[config.mk]
export PLATFORM = sky130hd
export DESIGN_NAME = div_seq
export DESIGN_NICKNAME = d
export VERILOG_FILES = /design/src/rtl/div_pkg.sv /design/src/rtl/div_sub_step.sv /design/src/rtl/div_seq.sv
export SDC_FILE = /design/constraint.sdc
export NUM_CORES = 1
export LEC_CHECK = 0
export CAP_MARGIN = 5
export CORE_ASPECT_RATIO = 1.5
export CORE_MARGIN = 3
export CORE_UTILIZATION = 35
export DETAILED_ROUTE_END_ITERATION = 8
export PLACE_DENSITY = 0.54
export SLEW_MARGIN = 20
export SYNTH_ARGS = -nofsm -noshare
export SYNTH_HDL_FRONTEND = slang
export SYNTH_SLANG_ARGS = --single-unit
[constraint.sdc]
create_clock -name clk -period 8.4 [get_ports clk]
set_clock_uncertainty 0.15 [all_clocks]
set_input_delay 2.1 -clock clk [delete_from_list [all_inputs] [get_ports clk]]
set_output_delay 2.1 -clock clk [all_outputs]
set_load 0.005 [all_outputs]
[src/rtl/div_pkg.sv]
// Shared definitions for the sequential restoring divider.
//   state_t   : controller state encoding
//   W_DEF     : default operand/result width
//   cnt_width : iteration counter width for a given iteration count
package div_pkg;

  localparam int W_DEF = 32;

  typedef enum logic [1:0] {
    ST_IDLE = 2'd0,
    ST_CALC = 2'd1,
    ST_FIX  = 2'd2,
    ST_DONE = 2'd3
  } state_t;

  // Counter must hold the value N_ITER itself (it is loaded and counted down).
  function automatic int cnt_width(input int n_iter);
    return (n_iter < 1) ? 1 : $clog2(n_iter + 1);
  endfunction

  localparam int CNT_W_DEF = cnt_width(W_DEF);

endpackage

[src/rtl/div_sub_step.sv]
// One restoring-division step, purely combinational.
// Ports:
//   i_rem  [W-1:0] : current (restored) partial remainder, always < divisor
//   i_bit          : next dividend bit shifted into the remainder
//   i_dvs  [W-1:0] : divisor magnitude
//   o_rem  [W-1:0] : next partial remainder (difference or restored value)
//   o_qbit         : quotient bit produced by this step
module div_sub_step
  import div_pkg::*;
#(
  parameter int W = W_DEF
) (
  input  logic [W-1:0] i_rem,
  input  logic         i_bit,
  input  logic [W-1:0] i_dvs,
  output logic [W-1:0] o_rem,
  output logic         o_qbit
);

  logic [W:0] w_shift;
  logic [W:0] w_diff;

  // The shifted remainder needs W+1 bits; since it is below twice the
  // divisor, bit W of the difference is a reliable borrow/sign flag.
  assign w_shift = {i_rem, i_bit};
  assign w_diff  = w_shift - {1'b0, i_dvs};
  assign o_qbit  = ~w_diff[W];

  // Either value is below the divisor, so the top bit is always zero here.
  assign o_rem   = o_qbit ? w_diff[W-1:0] : w_shift[W-1:0];

endmodule

[src/rtl/div_seq.sv]
// Sequential signed/unsigned restoring divider, one quotient bit per cycle.
// Ports:
//   clk, rst     : clock, asynchronous active-high reset
//   start        : request pulse, sampled only in IDLE
//   s            : 0 = unsigned, 1 = two's complement signed
//   in1, in2     : dividend, divisor (latched on the accepting edge)
//   busy         : high from the cycle after acceptance until done
//   done         : one-cycle pulse, results valid in the same cycle
//   quot, remd   : quotient and remainder, held until the next accepted start
//   dz, ov       : divide-by-zero flag, signed overflow (MIN / -1) flag
//
// state   | meaning
// IDLE    | waiting for start
// CALC    | one restoring iteration per cycle, counter runs N_ITER..1
// FIX     | apply signs / divide-by-zero result, update outputs
// DONE    | done pulse, outputs valid
module div_seq
  import div_pkg::*;
#(
  parameter int W      = W_DEF,
  parameter int N_ITER = W
) (
  input  logic         clk,
  input  logic         rst,
  input  logic         start,
  input  logic         s,
  input  logic [W-1:0] in1,
  input  logic [W-1:0] in2,
  output logic         busy,
  output logic         done,
  output logic [W-1:0] quot,
  output logic [W-1:0] remd,
  output logic         dz,
  output logic         ov
);

  localparam int               CNT_W    = cnt_width(N_ITER);
  localparam logic [CNT_W-1:0] CNT_LOAD = CNT_W'(N_ITER);
  localparam logic [CNT_W-1:0] CNT_ONE  = CNT_W'(1);
  localparam logic [W-1:0]     MIN_NEG  = {1'b1, {(W-1){1'b0}}};

  state_t           r_state;
  state_t           w_next;
  logic [CNT_W-1:0] r_cnt;
  logic [W-1:0]     r_rem_w;
  logic [W-1:0]     r_quo_w;
  logic [W-1:0]     r_dvs;
  logic             r_qneg;
  logic             r_rneg;
  logic             r_ov_pend;
  logic [W-1:0]     r_quot;
  logic [W-1:0]     r_remd;
  logic             r_dz;
  logic             r_ov;

  logic [W-1:0]     w_in1_mag;
  logic [W-1:0]     w_in2_mag;
  logic             w_div_zero;
  logic             w_last;
  logic [W-1:0]     w_step_rem;
  logic             w_step_qbit;

  // Negating the most negative value yields itself, which is the correct
  // unsigned magnitude, so MIN needs no special handling here.
  assign w_in1_mag  = (s && in1[W-1]) ? -in1 : in1;
  assign w_in2_mag  = (s && in2[W-1]) ? -in2 : in2;
  assign w_div_zero = (in2 == '0);
  assign w_last     = (r_cnt == CNT_ONE);

  div_sub_step #(.W(W)) u_step (
    .i_rem  (r_rem_w),
    .i_bit  (r_quo_w[W-1]),
    .i_dvs  (r_dvs),
    .o_rem  (w_step_rem),
    .o_qbit (w_step_qbit)
  );

  always_comb begin
    w_next = r_state;
    busy   = 1'b0;
    done   = 1'b0;
    case (r_state)
      ST_IDLE: begin
        if (start) w_next = w_div_zero ? ST_FIX : ST_CALC;
      end
      ST_CALC: begin
        busy = 1'b1;
        if (w_last) w_next = ST_FIX;
      end
      ST_FIX: begin
        busy   = 1'b1;
        w_next = ST_DONE;
      end
      ST_DONE: begin
        done   = 1'b1;
        w_next = ST_IDLE;
      end
      default: w_next = ST_IDLE;
    endcase
  end

  always_ff @(posedge clk or posedge rst) begin
    if (rst) begin
      r_state   <= ST_IDLE;
      r_cnt     <= '0;
      r_rem_w   <= '0;
      r_quo_w   <= '0;
      r_dvs     <= '0;
      r_qneg    <= 1'b0;
      r_rneg    <= 1'b0;
      r_ov_pend <= 1'b0;
      r_quot    <= '0;
      r_remd    <= '0;
      r_dz      <= 1'b0;
      r_ov      <= 1'b0;
    end else begin
      r_state <= w_next;
      case (r_state)
        ST_IDLE: begin
          if (start) begin
            r_cnt     <= w_div_zero ? '0 : CNT_LOAD;
            r_rem_w   <= '0;
            // On divide-by-zero the raw dividend is kept for the remainder.
            r_quo_w   <= w_div_zero ? in1 : w_in1_mag;
            r_dvs     <= w_in2_mag;
            r_qneg    <= s & (in1[W-1] ^ in2[W-1]);
            r_rneg    <= s & in1[W-1];
            r_ov_pend <= s & (in1 == MIN_NEG) & (&in2);
            r_dz      <= 1'b0;
            r_ov      <= 1'b0;
          end
        end
        ST_CALC: begin
          r_cnt   <= r_cnt - CNT_ONE;
          r_rem_w <= w_step_rem;
          // Dividend bits leave at the top while quotient bits enter below.
          r_quo_w <= {r_quo_w[W-2:0], w_step_qbit};
        end
        ST_FIX: begin
          r_cnt <= '0;
          if (r_dvs == '0) begin
            r_quot <= '1;
            r_remd <= r_quo_w;
            r_dz   <= 1'b1;
            r_ov   <= 1'b0;
          end else begin
            r_quot <= r_qneg ? -r_quo_w : r_quo_w;
            r_remd <= r_rneg ? -r_rem_w : r_rem_w;
            r_dz   <= 1'b0;
            r_ov   <= r_ov_pend;
          end
        end
        default: ;
      endcase
    end
  end

  assign quot = r_quot;
  assign remd = r_remd;
  assign dz   = r_dz;
  assign ov   = r_ov;

endmodule

==> results.rst, run 1 <==
.. list-table::
   :header-rows: 1

   * - Metric
     - Value
   * - Hold Buf Count CTS
     - 0
   * - Worst ir drop on vdd
     - 0.0001489 V
   * - Die Height
     - 230.7 µm
   * - Top fanout value on the critical path
     - 25
   * - Clock tree from TritonCTS
     - yes
   * - Wire length after detailed routing
     - 35.51 mm
   * - Post-CTS Repair Setup Buffers
     - 0
   * - Total GRT Usage
     - 19.82%
   * - Register Area
     - ~0.0043 mm²
   * - Post-synth ARST share
     - 100.0%
   * - Row cnt
     - 81
   * - Count of final setup violators
     - 0
   * - Startpoint type of the worst setup path
     - input pin
   * - Count of instances resized after the clock tree is built
     - 0
   * - Die X
     - around 160 µm
   * - Area Overhead vs Synth
     - 19.55%
   * - Routed wire length per instance
     - around 19 µm
   * - Synth warn
     - 0
   * - Global-route wire length before repair
     - 56.81 mm
   * - Type of the worst min-delay path
     - flop to flop
   * - Crit path capture type
     - flop
   * - Antenna violations before repair
     - 0
   * - Fmax
     - between 150 and 200 MHz
   * - Crit path arrival time
     - around 5.6 ns
   * - Period Utilization, post-route
     - 64.84%
   * - Post-synthesis area per instance
     - between 8 and 9 µm²
   * - Max transition margin
     - 25.49%
   * - Period minus WS final
     - 5.446 ns
   * - Lkg Pwr
     - around 5.9 nW
   * - TritonCTS buffer count
     - 17
   * - Boundary pin count
     - ~140
   * - Residual DRC
     - 0
   * - Number of distinct library cell variants in the gate-level netlist after synthesis
     - 64
   * - Number of H-tree branching levels
     - 4
   * - Violation count after the first detailed-routing iteration
     - slightly below 600
   * - Worst hold-check slack
     - 0.3548 ns
   * - Final-layout setup total negative slack
     - 0 ns
   * - Worst-skew pair later-pin latency
     - roughly 0.46 ns
   * - Maximum number of pins on one net before global-route repair
     - between 90 and 100
   * - Placed wire-length estimate after detailed placement
     - 26.60 mm
   * - Buffer depth of the longest clock path
     - 2
   * - Grt ovf
     - 0
   * - Port-buffer cells
     - approximately 140
   * - Part of the Yosys area used for sequential elements
     - 36.73%
   * - Number of enable flip-flop cells after synthesis
     - 0
   * - Library cell used as clock root buffer
     - sky130_fd_sc_hd__clkbuf_16
   * - Final-report max-slew violation count
     - 0
   * - Final ANT Viol Nets
     - 0
   * - N_diodes
     - 0
   * - Initial Utilization
     - between 30 and 40%
   * - Finished Layout Cells
     - between 1500 and 2000
   * - Number of violations of the max-capacitance limit
     - 0
   * - Gpl congestion
     - between 0.8 and 0.9
   * - Core area
     - approximately 0.033 mm²
   * - Area of the multi-input gates
     - approximately 0.0070 mm²
   * - Dominant synthesized flop cell
     - sky130_fd_sc_hd__dfrtp_1
   * - Vias
     - between 10000 and 15000
   * - Count of fill cells added during filler insertion
     - between 3000 and 4000
   * - Total standard cell area after synthesis
     - 0.01179 mm²
   * - Net Count, Synth
     - 1495
   * - Run status
     - finished, final reports clean
   * - Unrepaired setup endpoints after global routing
     - no
   * - Number of instances in the synthesized netlist
     - approximately 1400
   * - Number of nets in the layout
     - 1588
   * - Number of detailed-route iterations in the first pass
     - 5
   * - Total placed cells including tap cells
     - about 1900
   * - Number of flip-flops and latches in the synthesized netlist
     - ~170
   * - Worst-path clk slew
     - roughly 0.07 ns
   * - Crit Path Category
     - input pin to flop
   * - Vias in the first global route
     - 10410
   * - Required time worst endpoint
     - ~8.6 ns
   * - Number of vias per cell after detailed routing
     - ~5.5
   * - Die ar.
     - between 0.03 and 0.04 mm²
   * - Fraction of final layout cells with drive strength greater than 1
     - under 10%
   * - Clock Sink Count
     - between 150 and 200
   * - Slew of the pin with the lowest slew margin
     - 1.115 ns
   * - Power per cell area
     - about 340 mW/mm²
   * - Hold Fails Final Rpt
     - 0
## metal layers
metal / vias to the layer above / wire, µm / global-route usage (%) / share of wire, %
li1: 5124 / - / - / -
met1: 4986 / 15380 / 24.50 / 43
met2: 219 / 18000 / 35.00 / 51
met3: 52 / 1127 / 2.344 / 3.2
met4: 0 / 999 / 7.595 / 2.8
met5: - / 0 / 0 / 0
## path summary, 6_finish.rpt
kind                                         startpoint                 endpoint  slack [ns]  cells past startpoint
worst max-delay path                             in2[6]  r_quo_w[16]$_DFFE_PP0P_        2.95                     10
worst min-delay path                remd[7]$_DFFE_PP0P_      remd[7]$_DFFE_PP0P_        0.35                      1
worst max register to register  r_rem_w[10]$_DFFE_PP0P_   r_quo_w[0]$_DFFE_PP0P_        4.07                     11
worst min register to register      remd[7]$_DFFE_PP0P_      remd[7]$_DFFE_PP0P_        0.35                      1
max in group asynchronous                           rst  r_quo_w[26]$_DFFE_PP0P_        4.87                      3
min in group asynchronous                           rst     quot[10]$_DFFE_PP0P_        2.04                      2
## cell usage in the layout (no fill, tap or decap), types with 42 or more instances in the layout
cell                              count
sky130_fd_sc_hd__xnor2_1             42
sky130_fd_sc_hd__a21oi_1            101
sky130_fd_sc_hd__xor2_1             104
sky130_fd_sc_hd__dfrtp_1            173
sky130_fd_sc_hd__inv_1               56
sky130_fd_sc_hd__or3_1               48
sky130_fd_sc_hd__nor2_1              78
sky130_fd_sc_hd__nand2_1            154
sky130_fd_sc_hd__ha_1                43
sky130_fd_sc_hd__o21ai_0            170
sky130_fd_sc_hd__clkdlybuf4s50_1    135
## through the flow
step | worst slack [ns] | cell area [µm²] | total power, mW | util, %
after floorplan | 1.462 | 11790 | 3.081 | -
after detailed placement | 2.562 | 13490 | 4.012 | 40.96
after global routing | 2.765 | 14090 | 5.186 | 42.77
after CTS | 3.056 | 14080 | 4.840 | 42.76
final | 2.954 | 14090 | 4.794 | 42.77
after global placement | 2.611 | 13490 | 3.970 | 40.96
## power by group
part / total (mW) / leakage, nW / switching [mW] / internal [mW]
clock: 0.819 / 0.282 / 0.350 / 0.469
combinational: 2.43 / 3.47 / 1.33 / 1.10
sequential: 1.54 / 2.11 / 0.393 / 1.15
total: 4.79 / 5.87 / 2.07 / 2.72
## cells by family after synthesis
family | after synthesis | synth area share [%]
buffers and inverters | 129 | 4.162
adder cells (fa/ha/maj) | 45 | 4.841
flip-flops | 173 | 36.73
multiplexers | 54 | 4.926
AO/OA/AOI/OAI | 403 | 20.30
XOR/XNOR | 146 | 10.85
AND/OR/NAND/NOR | 432 | 18.19
## cell type report
class,count,area share (%)
Clock inverter,8,0.7460
Clock buffer,23,3.464
Inverter,57,1.554
Multi-Input combinational cell,1080,49.64
Timing Repair Buffer,146,10.18
Tap cell,415,3.686
Sequential cell,173,30.73
## critical path: stages
cell                              delay (ns)
sky130_fd_sc_hd__clkdlybuf4s50_1        0.51
sky130_fd_sc_hd__or4_1                  0.60
sky130_fd_sc_hd__or3_1                  0.44
sky130_fd_sc_hd__nor3_2                 0.37
sky130_fd_sc_hd__nand4_1                0.34
sky130_fd_sc_hd__and3_1                 0.61
sky130_fd_sc_hd__o31ai_1                0.22
sky130_fd_sc_hd__xor2_1                 0.18
sky130_fd_sc_hd__nand3_1                0.09
sky130_fd_sc_hd__nor2b_1                0.16
## sequential cells by signal (all words and copies together) (netlist names), 2 cells and up
| signal | flops |
|---|---|
| r_state | 2 |
| r_rem_w | 32 |
| remd | 32 |
| r_cnt | 6 |
| r_dvs | 32 |
| r_quo_w | 32 |
| quot | 32 |
## cells in the mapped netlist, drive strengths merged (4+ instances only)
| library cell | instances | area (µm²) |
|---|---|---|
| o21ai | 177 | 885.9 |
| dfrtp | 173 | 4329 |
| nand2 | 154 | 578.1 |
| xor2 | 104 | 910.9 |
| a21oi | 102 | 510.5 |
| nor2 | 79 | 296.5 |
| clkbuf | 63 | 236.5 |
| inv | 57 | 214.0 |
| or3 | 49 | 311.6 |
| ha | 44 | 550.5 |
| xnor2 | 42 | 367.9 |
| o31ai | 31 | 246.5 |
| mux2 | 29 | 330.3 |
| mux2i | 25 | 250.2 |
| nand3 | 25 | 125.1 |
| nor3 | 24 | 130.1 |
| nor4 | 16 | 115.1 |
| or4 | 15 | 123.9 |
| nor2b | 14 | 87.58 |
| a31oi | 13 | 81.33 |
| and3 | 13 | 81.33 |
| o41ai | 13 | 113.9 |
| a21o | 12 | 90.09 |
| nand4 | 12 | 75.07 |
| nand2b | 10 | 70.06 |
| a32oi | 9 | 78.83 |
| buf | 9 | 40.03 |
| and2 | 8 | 50.05 |
| o221ai | 8 | 70.07 |
| o21bai | 6 | 45.04 |
| or2 | 6 | 40.04 |
| a211oi | 5 | 37.54 |
| o211ai | 4 | 30.03 |
No activity file was read; power rests on OpenSTA's default activity.
==> run 2, diff against run 1 <==
==> constraint.sdc (replaced) <==
create_clock -name clk -period 5.5 [get_ports clk]
set_clock_uncertainty 0.15 [all_clocks]
set_input_delay 1.375 -clock clk [delete_from_list [all_inputs] [get_ports clk]]
set_output_delay 1.375 -clock clk [all_outputs]
set_load 0.005 [all_outputs]
==> run 2 against run 1 <==
  * Utilization barely moved
  * Sequential power grew 53%
  * Sequential share of layout area hardly changed
  * Via count increased by 0.13%
  * Non-clock buffer count rose by 7
  * First-iteration DRC count fell by 14%
  * Cell count up 0.42%
  * Combinational power up 53%
  * Highest routed layer unchanged
==> results.rst, run 2 (same netlist as run 1, synthesis figures left out) <==
.. list-table::
   :header-rows: 1

   * - Metric
     - Value
   * - Commonest non-fill, non-tap cells in the layout
     - sky130_fd_sc_hd__dfrtp_1, sky130_fd_sc_hd__o21ai_0, sky130_fd_sc_hd__nand2_1
   * - Final-report max-slew violation count
     - 0 (unchanged)
   * - Number of violations of the max-capacitance limit
     - 0 (unchanged)
   * - Placed wire-length estimate after detailed placement
     - 26.35 mm (-0.95%)
   * - Unrepaired setup endpoints after global routing
     - no
   * - Clock Sink Count
     - 173 (unchanged)
   * - Core area
     - 0.03294 mm² (unchanged)
   * - Period minus WS final
     - ~4.5 ns
   * - Power per cell area
     - 513.3 mW/mm² (+51%)
   * - Final ANT Viol Nets
     - 0 (unchanged)
   * - Number of nets in the layout
     - 1595 (+0.44%)
   * - Clock tree from TritonCTS
     - yes
   * - Slack of the critical path
     - 0.9862 ns (-1.967 ns)
   * - Worst-skew pair later-pin latency
     - 0.47 ns (about the same)
   * - Residual DRC
     - 0 (unchanged)
   * - N_diodes
     - 0 (unchanged)
   * - Register Area
     - 0.004329 mm² (unchanged)
   * - TritonCTS buffer count
     - 17 (unchanged)
   * - Worst ir drop on vdd
     - 0.0002053 V (+38%)
   * - Row cnt
     - 81 (unchanged)
   * - Hold Crit Endpoint
     - r_ov_pend$_DFFE_PP0P_
   * - Count of instances resized after the clock tree is built
     - 0 (unchanged)
   * - Max transition margin
     - 28.06% (+2.6 points)
   * - Most common cell after layout, fill and taps aside
     - sky130_fd_sc_hd__dfrtp_1
   * - Crit path arrival time
     - 4.71 ns (-0.92 ns)
   * - Fraction of final layout cells with drive strength greater than 1
     - 6.555% (+0.50 points)
   * - Run status
     - finished, final reports clean
   * - Buffer depth of the longest clock path
     - 2 (unchanged)
   * - Number of vias per cell after detailed routing
     - 5.442 (-0.29%)
   * - Library cell used as clock root buffer
     - sky130_fd_sc_hd__clkbuf_16
   * - Post-CTS Repair Setup Buffers
     - 0 (unchanged)
   * - Port-buffer cells
     - 135 (unchanged)
   * - Gpl congestion
     - 0.8798 (+5.2%)
   * - Total GRT Usage
     - 19.68% (-0.14 points)
   * - Count of fill cells added during filler insertion
     - 3310 (+0.46%)
   * - Register-to-register path setup slack
     - 1.29 ns (-2.78 ns)
   * - Die Height
     - 230.7 µm (unchanged)
   * - Initial Utilization
     - 35.78% (unchanged)
   * - Reg-to-reg critical path endpoint
     - r_rem_w[9]$_DFFE_PP0P_
   * - Delay contributed by the slowest stage of the critical path
     - 0.64 ns (+0.03 ns)
   * - Maximum number of pins on one net before global-route repair
     - 174 (+83%)
   * - Worst-path clk slew
     - 0.07 ns (about the same)
   * - Type of the worst min-delay path
     - flop to flop
   * - Start point of the worst hold path
     - r_ov_pend$_DFFE_PP0P_
   * - Top fanout value on the critical path
     - 20 (-20%)
   * - Hold Fails Final Rpt
     - 0 (unchanged)
   * - Fmax
     - between 200 and 250 MHz
   * - Number of detailed-route iterations in the first pass
     - 5 (unchanged)
   * - Vias in the first global route
     - 10280 (-1.3%)
   * - Vias
     - 10390 (+0.13%)
   * - Antenna violations before repair
     - 0 (unchanged)
   * - Area Overhead vs Synth
     - 19.68%
   * - Die ar.
     - 0.03596 mm² (unchanged)
   * - Post-Place Worst Slack
     - 0.5680 ns (-1.994 ns)
   * - Violation count after the first detailed-routing iteration
     - 509 (-14%)
   * - CP max-delay cell
     - sky130_fd_sc_hd__or4_1
   * - Startpoint type of the worst setup path
     - input pin
   * - Final-layout setup total negative slack
     - 0 ns (unchanged)
   * - Area of the multi-input gates
     - 0.006994 mm² (unchanged)
   * - Routed wire length per instance
     - 18.42 µm (-1.4%)
   * - Required time worst endpoint
     - 5.69 ns (-2.90 ns)
   * - Hold Buf Count CTS
     - 0 (unchanged)
   * - Die X
     - 155.8 µm (unchanged)
   * - Worst reg2reg startpoint
     - r_quo_w[31]$_DFFE_PP0P_
   * - Period Utilization, post-route
     - between 80% and 90%
   * - Series of cell instances along the critical path
     - clkdlybuf4s50_1 > or4_1 > nor4_1 > nor2b_1 > nand4_1 > and3_1 > buf_4 > o21ai_0 > xor2_1 > a21oi_1
   * - Slew of the pin with the lowest slew margin
     - 1.079 ns (-0.03590 ns)
   * - Wire length after detailed routing
     - 35.17 mm (-0.94%)
   * - Crit path capture type
     - flop
   * - Crit Path Category
     - input pin to flop
   * - Count of final setup violators
     - 0 (unchanged)
   * - Hold depth
     - 2 (+1)
   * - Boundary pin count
     - 136 (unchanged)
   * - Reg2reg path depth
     - 14 (+3)
   * - Number of H-tree branching levels
     - 4 (unchanged)
   * - Lkg Pwr
     - 5.882 nW (+0.22%)
   * - Worst hold-check slack
     - 0.3417 ns (-0.01310 ns)
   * - Global-route wire length before repair
     - 56.37 mm (-0.76%)
   * - Grt ovf
     - 0 (unchanged)
## run 2: cell count changes in the layout (fill, tap and decap cells not counted), sizes merged
| cell | previous run | this run |
|---|---|---|
| clkinvlp | 3 | 4 |
| clkinv | 1 | 6 |
| clkbuf | 23 | 21 |
| buf | 11 | 18 |
| inv | 59 | 58 |
| bufinv | 2 | 0 |
## run 2: worst max-delay path by stage
stage / from / end / slack (ns) / cells past startpoint
floorplan: in2[6] / r_quo_w[20]$_DFFE_PP0P_ / 1.59 / 10
detailed placement: in2[13] / r_quo_w[10]$_DFFE_PP0P_ / 0.57 / 10
finish: in2[13] / r_quo_w[10]$_DFFE_PP0P_ / 0.99 / 10
global placement: in2[13] / r_quo_w[10]$_DFFE_PP0P_ / 0.66 / 10
CTS: in2[13] / r_quo_w[10]$_DFFE_PP0P_ / 1.06 / 10
global route: in2[13] / r_quo_w[6]$_DFFE_PP0P_ / 0.81 / 10
## run 2: layout make-up
cell class | instances | area share (%)
Sequential cell | 173 | 30.69
Multi-Input combinational cell | 1080 | 49.59
Inverter | 57 | 1.544
Clock inverter | 11 | 0.6032
Clock buffer | 21 | 3.264
Tap cell | 415 | 3.681
Timing Repair Buffer | 153 | 10.63
## run 2: per-layer routing
metal / wire length (µm) / share of wire (%) / vias up / global-route usage (%)
met5: 0 / 0 / - / 0
met4: 759 / 2.2 / 0 / 6.297
met3: 1315 / 3.7 / 36 / 2.494
met2: 17970 / 51 / 239 / 34.61
met1: 15130 / 43 / 4973 / 24.87
li1: - / - / 5146 / -
## run 2: report_power, final
group          total, mW  switching (mW)  internal (mW)  leakage, nW
Clock               1.17           0.569          0.605        0.260
Sequential          2.35           0.595           1.76         2.11
Combinational       3.71            2.02           1.69         3.51
## run 2: critical path, delay by kind of cell
family | cells | cell delay [ns]
AND/OR/NAND/NOR | 5 | 2.18
buffers and inverters | 2 | 0.78
XOR/XNOR | 1 | 0.18
AO/OA/AOI/OAI | 2 | 0.17
## run 2: per-stage QoR
stage                     cell area, µm²  utilization, %  cells  power, mW
final                              14100           42.82   1910      7.240
after global routing               14100           42.82   1910      7.848
after CTS                          14100           42.82   1910      7.316
after detailed placement           13560           41.17   1878      6.135
after global placement             13550           41.15   1878      6.075
after floorplan                    11790               -   1382      4.706
